<file path="src/rtl/csa_sum_pipe_if.sv">
// Operand/result bus for csa_sum_pipe: valid/ready operand beats in,
// valid/ready results out.
interface csa_sum_pipe_if #(
    parameter int WIDTH = 4,
    parameter int N_IN  = 3
);
    logic                  in_valid;
    logic                  in_ready;
    logic [N_IN*WIDTH-1:0] in_data;
    logic                  in_mode;
    logic                  in_clear;
    logic                  out_valid;
    logic                  out_ready;
    logic [WIDTH-1:0]      out_sum;
    logic                  out_ovf;

    // Producer/consumer side: drives operands and out_ready.
    modport master (
        output in_valid, in_data, in_mode, in_clear, out_ready,
        input  in_ready, out_valid, out_sum, out_ovf
    );

    // Adder side: accepts operands and presents results.
    modport slave (
        input  in_valid, in_data, in_mode, in_clear, out_ready,
        output in_ready, out_valid, out_sum, out_ovf
    );
endinterface

</file>
<file path="src/rtl/csa_sum_pipe.sv">
// Two-stage pipelined N_IN-operand adder.
// Stage 1 reduces the operands to a carry-save pair.
// Stage 2 does the final carry-propagate add, optionally adding the running
// accumulator, and flags overflow.
module csa_sum_pipe #(
    parameter int WIDTH = 4,
    parameter int N_IN  = 3
) (
    input  logic           clk,
    input  logic           rst,
    csa_sum_pipe_if.slave  bus
);
    // Carry-save vectors are wide enough to hold the full operand sum.
    // The final sum also has room for the accumulator addend.
    localparam int EW = WIDTH + $clog2(N_IN);
    localparam int XW = WIDTH + $clog2(N_IN + 1);

    logic [EW-1:0]    w_s;
    logic [EW-1:0]    w_c;
    logic [EW-1:0]    w_op;
    logic [EW-1:0]    w_t;
    logic [WIDTH-1:0] w_addend;
    logic [XW-1:0]    w_exact;
    logic             w_ovf;
    logic             w_stall;

    logic             r_s1Valid;
    logic [EW-1:0]    r_s;
    logic [EW-1:0]    r_c;
    logic             r_mode;
    logic             r_clear;
    logic             r_outValid;
    logic [WIDTH-1:0] r_outSum;
    logic             r_outOvf;
    logic [WIDTH-1:0] r_acc;

    // The pipeline freezes only while a result is waiting for the consumer.
    assign w_stall      = r_outValid & ~bus.out_ready;
    assign bus.in_ready = ~w_stall;

    // 3:2 compressor chain: each step folds one more operand into (sum, carry).
    // sum + 2*majority equals the three inputs exactly, so the shifted-out
    // carry bit is always zero at width EW and nothing is lost.
    always_comb begin
        w_op = '0;
        w_t  = '0;
        w_s  = EW'(bus.in_data[0 +: WIDTH]);
        w_c  = EW'(bus.in_data[WIDTH +: WIDTH]);
        for (int k = 2; k < N_IN; k++) begin
            w_op = EW'(bus.in_data[k*WIDTH +: WIDTH]);
            w_t  = w_s ^ w_c ^ w_op;
            w_c  = ((w_s & w_c) | (w_s & w_op) | (w_c & w_op)) << 1;
            w_s  = w_t;
        end
    end

    // Stage 1 register: captures the carry-save pair and the beat's control bits.
    // An idle input cycle becomes a bubble.
    always_ff @(posedge clk or posedge rst) begin
        if (rst) begin
            r_s1Valid <= 1'b0;
            r_s       <= '0;
            r_c       <= '0;
            r_mode    <= 1'b0;
            r_clear   <= 1'b0;
        end else if (!w_stall) begin
            r_s1Valid <= bus.in_valid;
            if (bus.in_valid) begin
                r_s     <= w_s;
                r_c     <= w_c;
                r_mode  <= bus.in_mode;
                r_clear <= bus.in_clear;
            end
        end
    end

    // Final add.
    // The accumulator is written on the same edge that loads a mode=1 result,
    // so r_acc already holds the previous result when the next beat reaches
    // this adder. That provides the forwarding without a bypass mux.
    always_comb begin
        w_addend = (r_mode && !r_clear) ? r_acc : '0;
        w_exact  = XW'(r_s) + XW'(r_c) + XW'(w_addend);
        w_ovf    = |w_exact[XW-1:WIDTH];
    end

    // Stage 2 / output register and running accumulator.
    // Mode=0 results never touch the accumulator.
    always_ff @(posedge clk or posedge rst) begin
        if (rst) begin
            r_outValid <= 1'b0;
            r_outSum   <= '0;
            r_outOvf   <= 1'b0;
            r_acc      <= '0;
        end else if (!w_stall) begin
            r_outValid <= r_s1Valid;
            if (r_s1Valid) begin
                r_outSum <= w_exact[WIDTH-1:0];
                r_outOvf <= w_ovf;
                if (r_mode) begin
                    r_acc <= w_exact[WIDTH-1:0];
                end
            end
        end
    end

    assign bus.out_valid = r_outValid;
    assign bus.out_sum   = r_outSum;
    assign bus.out_ovf   = r_outOvf;
endmodule

</file>
<file path="src/flat_wrapper.sv">
// flat-port wrapper written by rule: the top's interface ports become plain ports
module csa_sum_pipe_flat 
#(
    parameter int WIDTH = 4,
    parameter int N_IN  = 3
)
  (clk, rst, bus_in_valid, bus_in_data, bus_in_mode, bus_in_clear, bus_out_ready, bus_in_ready, bus_out_valid, bus_out_sum, bus_out_ovf);
  csa_sum_pipe_if #(.WIDTH(WIDTH), .N_IN(N_IN)) bus_i ();
  input  logic clk;
  input  logic rst;
  input wire logic [$bits(bus_i.in_valid)-1:0] bus_in_valid;
  input wire logic [$bits(bus_i.in_data)-1:0] bus_in_data;
  input wire logic [$bits(bus_i.in_mode)-1:0] bus_in_mode;
  input wire logic [$bits(bus_i.in_clear)-1:0] bus_in_clear;
  input wire logic [$bits(bus_i.out_ready)-1:0] bus_out_ready;
  output wire logic [$bits(bus_i.in_ready)-1:0] bus_in_ready;
  output wire logic [$bits(bus_i.out_valid)-1:0] bus_out_valid;
  output wire logic [$bits(bus_i.out_sum)-1:0] bus_out_sum;
  output wire logic [$bits(bus_i.out_ovf)-1:0] bus_out_ovf;
  assign bus_i.in_valid = bus_in_valid;
  assign bus_i.in_data = bus_in_data;
  assign bus_i.in_mode = bus_in_mode;
  assign bus_i.in_clear = bus_in_clear;
  assign bus_i.out_ready = bus_out_ready;
  assign bus_in_ready = bus_i.in_ready;
  assign bus_out_valid = bus_i.out_valid;
  assign bus_out_sum = bus_i.out_sum;
  assign bus_out_ovf = bus_i.out_ovf;
  csa_sum_pipe #(.WIDTH(WIDTH), .N_IN(N_IN)) u_core (.clk(clk), .rst(rst), .bus(bus_i));
endmodule
</file>
<file path="config.mk">
export PLATFORM = sky130hd
export DESIGN_NAME = csa_sum_pipe_flat
export DESIGN_NICKNAME = d
export VERILOG_FILES = /design/src/rtl/csa_sum_pipe_if.sv /design/src/rtl/csa_sum_pipe.sv /design/src/flat_wrapper.sv
export SDC_FILE = /design/constraint.sdc
export NUM_CORES = 1
export LEC_CHECK = 0
export CORE_MARGIN = 5
export CORE_UTILIZATION = 53
export DETAILED_ROUTE_END_ITERATION = 6
export GPL_TIMING_DRIVEN = 0
export PLACE_DENSITY = 0.91
export SYNTH_ARGS = -nofsm -noshare
export SYNTH_HDL_FRONTEND = slang
export SYNTH_SLANG_ARGS = --single-unit
</file>
<file path="constraint.sdc">
create_clock -name clk -period 7.2 [get_ports clk]
set_input_delay 0.72 -clock clk [delete_from_list [all_inputs] [get_ports clk]]
set_output_delay 0.72 -clock clk [all_outputs]
set_load 0.05 [all_outputs]
</file>
==> results of run 1 <==
critical path, stage by stage:
cell	delay [ns]
clkdlybuf4s50_1	0.46
nand2b_1	0.11
buf_6	0.14
clkdlybuf4s50_1	0.81
cell families after synthesis:
kind of cell / after synthesis / synth area share
DFF: 21 / 0.447
muxes: 18 / 0.201
and+or+nand+nor: 14 / 0.0723
xor gates and xnor gates: 1 / 0.00745
adders and majority gates: 13 / 0.189
buffers and inverters: 13 / 0.0543
AOI/OAI and AO/OA: 5 / 0.0287
cell type report:
class,count,share of cell area
Tap cell,28,0.0237
Timing Repair Buffer,24,0.162
Clock inverter,1,0.00338
Sequential cell,21,0.355
Inverter,11,0.0279
Buffer,2,0.0152
Multi-Input combinational cell,51,0.397
Clock buffer,3,0.0152
layer usage:
layer,GRT usage,share of wire
met4,0.0397,0.013
met5,0,0
met2,0.241,0.53
met1,0.154,0.40
met3,0.0249,0.054
placed cells by master (no fill, tap or decap), drive strengths merged:
cell,count
nand3,1
a21oi,2
inv,11
nor2,1
nand2,5
clkbuf,3
o2111a,1
fa,8
nor4b,1
buf,2
o21ai,1
xor2,1
dfrtp,21
mux2,18
clkinv,1
a211oi,1
nand2b,1
nor2b,1
clkdlybuf4s50,24
nor3,1
ha,5
and3,1
and2,2
sequential cells by signal (all words and copies together) (netlist names):
| signal | flops |
|---|---|
| u_core.r_acc | 4 |
| u_core.bus.out_sum | 4 |
| u_core.bus.out_valid | 1 |
| u_core.r_mode | 1 |
| u_core.r_s | 4 |
| u_core.r_s1Valid | 1 |
| u_core.r_c | 4 |
| u_core.r_clear | 1 |
| u_core.bus.out_ovf | 1 |
power breakdown:
group          switching (mW)  total, mW  internal (mW)
Clock                  0.0360     0.0567         0.0207
Sequential             0.0225      0.180          0.158
Combinational           0.131      0.247          0.116
path summary, 6_finish.rpt:
kind / start / to / slack [ns] / cells after the start
min: u_core.r_acc[0] / u_core.r_acc[0] / 0.52 / 1
min reg2reg: u_core.r_acc[0] / u_core.r_acc[0] / 0.52 / 1
max in group asynchronous: rst / u_core.r_acc[3] / 5.89 / 2
min in group asynchronous: rst / u_core.r_c[1] / 0.84 / 2
max: bus_out_ready / bus_in_ready / 4.24 / 4
max reg2reg: u_core.r_mode / u_core.bus.out_ovf / 4.55 / 9
metrics by stage:
step                area (um2)  instances  utilization  power [mW]  hold slack (ns)
floorplan                 1180         85            -       0.360            0.470
global placement          1450        137        0.669       0.421            0.481
detailed placement        1450        137        0.669       0.433            0.493
CTS                       1480        141        0.682       0.490            0.521
global route              1480        141        0.682       0.522            0.543
finish                    1480        141        0.682       0.484            0.519
==> impl_metrics.toml, run 1 <==
[logic_synthesis]
synth.top_cell.area_share = 0.447
synth_common_cells = "dfrtp_1, inv_1, mux2_2, mux2_4, fa_1"
ys_ff_latch = 21
synth.cell_area_mm2 = 0.00118
yosys_warnings = 0
syn_inst = 85
synth_edf_count = 0
synth.most_common_cell = "dfrtp_1"
synth_seq_area_share = 0.447
synth.area.top_cells = "dfrtp_1, fa_1, mux2_4, mux2_2, ha_1"
syn_area_per_cell_um2 = 13.8
ys_async_sr_fraction = 1.00
synth_top_area_cell = "dfrtp_1"
ys_types = 22
ys_dominant_reg_cell = "dfrtp_1"
synth_nets = 116

[die]
start_util = 0.542
io_pins = 25
core_area_mm2 = 0.00217
row_count = 17
fp.dieH_um = 57.1
die_w_um = 57.1
die-area_mm2 = 0.00326

[global_route]
grt_use_total = 0.131
overflow = 0
grt_pass1_vias = 793
antenna_found_initial = 0
grt_start_max_net_pins = 22
grt_pass1_wl_um = 3390

[sta]
slew_violations = 0
setup_viol = 0
finalSetupTns_ns = 0
clock-skew-final_ns = 0.00154
fin_crit_ns = 2.96
finalHoldViolCount = 0
fmax_mhz = 338
worst_pin_slew_ns = 0.761
relSlewSlack = 0.492
rsz0062_at_grt = "false"
worst_slack_ns = 4.24
fin_crit_sh = 0.411

[placement]
globalplace.congestion = 0.790
port_buffers = 24
hpwl_um = 1620
dp_slack_ns = 4.24

[critical_path]
cp_data_arrival_time_ns = 2.24
crit_type = "input port to primary output"
end_kind = "primary output"
cp.required_ns = 6.48
critPathMaxFanout = 9
cp-start-kind = "input port"

[flow_run]
max-cap-violations = 0

[cts]
cts_tree = "yes"
cts_resized = 0
clock_sinks = 21
h-tree-depth = 1
cts-hold-fix-buffers = 0
cts-buffers-inserted = 3
cts_buffer_depth = 2
post-cts-setup-buffers = 0
cts.clk_slew.worst_paths_ns = 0.12
clkLatencyLatePin_ns = 0.30
cts-root-buf = "clkbuf_4"

[power]
max-vdd-ir-drop_mv = 0.171
powerDensity_mw_per_mm2 = 327
p_leak_nw = 0.699

[route]
drtIter0Drc = 6
drt_pre_antenna_iters = 3
ant_nets = 0
totalWireLength_um = 1920
drc = 0
vias = 737
viasPerCell = 5.23
wl_per_cell_um = 13.6

[cells_and_area]
multi_input_area_um2 = 587
antenna_cells = 0
syn2layout_area_growth_pct = 25.7
ff_latch_area_um2 = 526
drive_gt1_frac = 0.230
fillers = 158
fin_nets = 145

[status]
outcome = "finished clean"

[min_path]
hold_path_class = "flop to flop"
Power figures use the tool's default switching activity.
==> run 2: changes to the inputs <==
--- a/config.mk
+++ b/config.mk
@@ -6,10 +6,10 @@
 export NUM_CORES = 1
 export LEC_CHECK = 0
 export CORE_MARGIN = 5
-export CORE_UTILIZATION = 53
+export CORE_UTILIZATION = 45
 export DETAILED_ROUTE_END_ITERATION = 6
 export GPL_TIMING_DRIVEN = 0
-export PLACE_DENSITY = 0.91
+export PLACE_DENSITY = 0.83
 export SYNTH_ARGS = -nofsm -noshare
 export SYNTH_HDL_FRONTEND = slang
 export SYNTH_SLANG_ARGS = --single-unit
==> constraint.sdc (replaced) <==
create_clock -name clk -period 2.5 [get_ports clk]
set_input_delay 0.25 -clock clk [delete_from_list [all_inputs] [get_ports clk]]
set_output_delay 0.25 -clock clk [all_outputs]
set_load 0.05 [all_outputs]
==> impl_metrics.toml, run 2 (synthesized netlist as in run 1, its figures left out) <==
[die]
die_w_um = 61.1
start_util = 0.470
row_count = 18
core_area_mm2 = 0.00250
io_pins = 25
fp.dieH_um = 61.1
die-area_mm2 = 0.00374

[cells_and_area]
final_cell_mix = "clkdlybuf4s50_1, dfrtp_1, inv_1"
fillers = 198
drive_gt1_frac = 0.270
syn2layout_area_growth_pct = 28.6
fin_nets = 147
final_common_cell = "clkdlybuf4s50_1"
antenna_cells = 0

[route]
ant_nets = 0
drt_pre_antenna_iters = 3
wl_per_cell_um = 13.3
totalWireLength_um = 1930
drtIter0Drc = 8
drc = 0
vias = 710
viasPerCell = 4.90

[global_route]
overflow = 0
grt_use_total = 0.125
grt_start_max_net_pins = 22
grt_pass1_wl_um = 3390
antenna_found_initial = 0
grt_pass1_vias = 737

[critical_path]
cp-start-kind = "flop"
critPathMaxFanout = 4
cp_data_arrival_time_ns = 2.58
worst-r2r-setup-slack_ns = 0.12
crit_type = "flop to flop"
reg2reg_from = "u_core.r_clear"
reg2reg_to = "u_core.bus.out_ovf"
r2r_cells = 9
end_kind = "flop"
cp.required_ns = 2.70

[cts]
cts-hold-fix-buffers = 0
clock_sinks = 21
cts_buffer_depth = 2
clkLatencyLatePin_ns = 0.30
h-tree-depth = 1
cts-buffers-inserted = 3
cts_tree = "yes"
cts.clk_slew.worst_paths_ns = 0.12
cts-root-buf = "clkbuf_4"

[sta]
fin_crit_ns = 2.38
fin_crit_sh = 0.952
finalHoldViolCount = 0
slew_violations = 0
fmax_mhz = 420
finalSetupTns_ns = 0
worst_slack_ns = 0.120
worst_pin_slew_ns = 0.792
rsz0062_at_grt = "false"
setup_viol = 0
hold_slack_ns = 0.377
clock-skew-final_ns = 0.0109
relSlewSlack = 0.472

[placement]
dp_slack_ns = -0.0926
hpwl_um = 1580
port_buffers = 24
globalplace.congestion = 0.813

[min_path]
hold_path_class = "input port to async pin"

[status]
outcome = "finished clean"

[flow_run]
max-cap-violations = 0

[power]
powerDensity_mw_per_mm2 = 936
p_leak_nw = 0.714
max-vdd-ir-drop_mv = 0.632
power_mw = 1.42
-- run 2: cell count changes in the layout (fill, tap and decap cells not counted), sizes merged --
cell,delta
buf,+2
-- run 2: worst max path at each step --
stage | to | slack (ns) | startpoint | depth (start not counted)
6_report | u_core.bus.out_ovf | 0.12 | u_core.r_clear | 9
5_1_grt | u_core.bus.out_ovf | 0.009 | u_core.r_clear | 9
4_1_cts | u_core.bus.out_ovf | 0.02 | u_core.r_clear | 9
3_5_place_dp | u_core.bus.out_ovf | -0.09 | u_core.r_mode | 9
3_3_place_gp | u_core.bus.out_ovf | -0.01 | u_core.r_mode | 9
2_1_floorplan | u_core.bus.out_ovf | 0.15 | u_core.r_mode | 9
-- run 2: timing repair --
action / in CTS / in global routing
setup buffers: 1 / 1
gates resized for setup: 2 / 2
endpoints found under the setup margin: 3 / 1
-- run 2: power by group --
part,switching [mW],total [mW],internal (mW)
Clock,0.102,0.161,0.0596
Sequential,0.0657,0.520,0.455
Combinational,0.384,0.735,0.351
Total,0.551,1.42,0.865
-- run 2: metal layers --
metal,wire (um),global-route usage,up-vias
met1,900,0.162,344
met5,0,0,-
met4,0,0.0279,0
li1,-,-,343
met3,119,0.0356,0
met2,911,0.208,23
-- run 2: layout make-up --
type,count,area [um2],area share
plain buffers,2,22.5,0.0149
clock buffers,3,22.5,0.0149
clock inverters,1,5.00,0.00331
inverters,11,41.3,0.0273
multi-input cells,51,603,0.399
flip-flops and latches,21,526,0.347
well taps,30,37.5,0.0248
repair buffers,26,255,0.169
-- run 2: worst max-delay path, cell delays in order (launching register included) --
cell      delay (ns)
dfrtp_1         0.44
nor2b_4         0.16
nand2_1         0.08
fa_1            0.47
inv_1           0.04
ha_1            0.21
fa_2            0.37
nor4b_2         0.27
and3_1          0.18
a211oi_1        0.06
-- run 2: per-stage QoR --
stage / utilization / cell area, um2 / cells
2_1_floorplan: - / 1180 / 85
3_3_place_gp: 0.582 / 1450 / 139
3_5_place_dp: 0.582 / 1450 / 139
4_1_cts: 0.599 / 1500 / 144
5_1_grt: 0.605 / 1510 / 145
6_report: 0.605 / 1510 / 145
==> run 3: changes to the inputs <==
--- a/config.mk
+++ b/config.mk
@@ -5,7 +5,7 @@
 export SDC_FILE = /design/constraint.sdc
 export NUM_CORES = 1
 export LEC_CHECK = 0
-export CORE_MARGIN = 5
+export CORE_MARGIN = 4
 export CORE_UTILIZATION = 45
 export DETAILED_ROUTE_END_ITERATION = 6
 export GPL_TIMING_DRIVEN = 0
==> impl_metrics.toml, run 3 (synthesized netlist as in run 1, its figures left out) <==
[global_route]
grt_start_max_net_pins = 22
grt_pass1_wl_um = 3290
grt_use_total = 0.130
grt_pass1_vias = 774
antenna_found_initial = 0
overflow = 0

[sta]
hold_slack_ns = 0.366
fin_crit_sh = 0.973
relSlewSlack = 0.477
finalSetupTns_ns = 0
fin_crit_ns = 2.43
worst_pin_slew_ns = 0.784
finalHoldViolCount = 0
slew_violations = 0
fmax_mhz = 411
setup_viol = 0
clock-skew-final_ns = 0.00986

[critical_path]
cpLargestDelayFamily = "adder cells"
cp-start-kind = "flop"
end_kind = "flop"
cp_data_arrival_time_ns = 2.63
crit_cells = 9
critPathMaxFanout = 4
cp_slowest_cell = "fa_1"
path_cells = "nor2b_4 -> nand2_2 -> fa_1 -> inv_1 -> ha_2 -> fa_2 -> nor4b_2 -> and3_1 -> a211oi_1"
r2r_cells = 9
critical-path-max-stage-delay_ns = 0.48
crit_buf_inv = 1
cp.required_ns = 2.70
crit_type = "flop to flop"

[min_path]
hold_path_class = "input port to async pin"

[placement]
port_buffers = 24
place_inst = 139
hpwl_um = 1640
globalplace.congestion = 0.772

[power]
p_leak_nw = 0.713
max-vdd-ir-drop_mv = 0.453
powerDensity_mw_per_mm2 = 950
power_mw = 1.44

[die]
die_w_um = 59.1
io_pins = 25
core_area_mm2 = 0.00248
die-area_mm2 = 0.00350
start_util = 0.475
row_count = 18
fp.dieH_um = 59.1

[cts]
h-tree-depth = 1
cts-hold-fix-buffers = 0
cts-buffers-inserted = 3
cts-root-buf = "clkbuf_4"
cts_tree = "yes"
cts.clk_slew.worst_paths_ns = 0.12
cts_buffer_depth = 2
clkLatencyLatePin_ns = 0.31
clock_sinks = 21

[route]
drc = 0
drt_pre_antenna_iters = 4
totalWireLength_um = 2050
wl_per_cell_um = 14.2
vias = 734
drtIter0Drc = 3
viasPerCell = 5.06
ant_nets = 0

[cells_and_area]
stdcell_count = 145
fin_nets = 147
antenna_cells = 0
final_common_cell = "clkdlybuf4s50_1"
final_cell_mix = "clkdlybuf4s50_1, dfrtp_1, inv_1"
post-route-util = 0.613
drive_gt1_frac = 0.287
syn2layout_area_growth_pct = 29.0

[flow_run]
max-cap-violations = 0

[status]
outcome = "finished clean"
-- run 3: cell counts in the layout (fill, tap and decap cells not counted) --
Identical to the previous run, type by type.
-- run 3: stage by stage --
stage / worst slack (ns) / area [um2]
3_3_place_gp: -0.0548 / 1450
6_report: 0.0683 / 1520
5_1_grt: -0.114 / 1520
4_1_cts: 0.0191 / 1490
3_5_place_dp: -0.0872 / 1450
2_1_floorplan: 0.147 / 1180
-- run 3: worst register-to-register path, cell delays in order, from the launching register on --
cell and delay [ns]:
dfrtp_1 0.44, nor2b_4 0.17, nand2_2 0.08, fa_1 0.48
inv_1 0.04, ha_2 0.19, fa_2 0.39, nor4b_2 0.28
and3_1 0.19, a211oi_1 0.06
-- run 3: timing repair --
| item | 4_1_cts | 5_1_grt |
|---|---|---|
| setup buffers | 0 | 2 |
| resized for setup | 2 | 4 |
| hold endpoints to repair | 0 | 0 |
| setup endpoints to repair | 3 | 3 |
| pin swaps | 0 | 3 |
-- run 3: power by group --
part | internal, mW | leakage (nW) | switching, mW
registers | 0.455 | 0.245 | 0.0706
clock network | 0.0598 | 0.0177 | 0.107
logic | 0.356 | 0.451 | 0.394
-- run 3: layer usage --
layer	vias to the layer above	share of wire	GRT usage
li1	342	-	-
met3	6	0.046	0.0196
met1	367	0.39	0.149
met2	19	0.54	0.229
met5	-	0	0
met4	0	0.027	0.0777
-- run 3: layout make-up --
| type | count | area (um2) |
|---|---|---|
| Fill cell | 203 | 960 |
| Multi-Input combinational cell | 51 | 608 |
| Sequential cell | 21 | 526 |
| Timing Repair Buffer | 26 | 255 |
| Inverter | 11 | 41.3 |
| Tap cell | 30 | 37.5 |
| Clock buffer | 3 | 22.5 |
| Buffer | 2 | 22.5 |
| Clock inverter | 1 | 5.00 |
-- run 3: worst paths after layout --
check | start | endpoint | slack, ns
max in group asynchronous | rst | u_core.bus.out_sum[3] | 1.64
worst min-delay path | rst | u_core.r_clear | 0.37
worst max register to register | u_core.r_clear | u_core.bus.out_ovf | 0.07
worst min register to register | u_core.bus.out_sum[3] | u_core.bus.out_sum[3] | 0.51
worst max-delay path | u_core.r_clear | u_core.bus.out_ovf | 0.07
min in group clk | u_core.bus.out_sum[3] | u_core.bus.out_sum[3] | 0.51
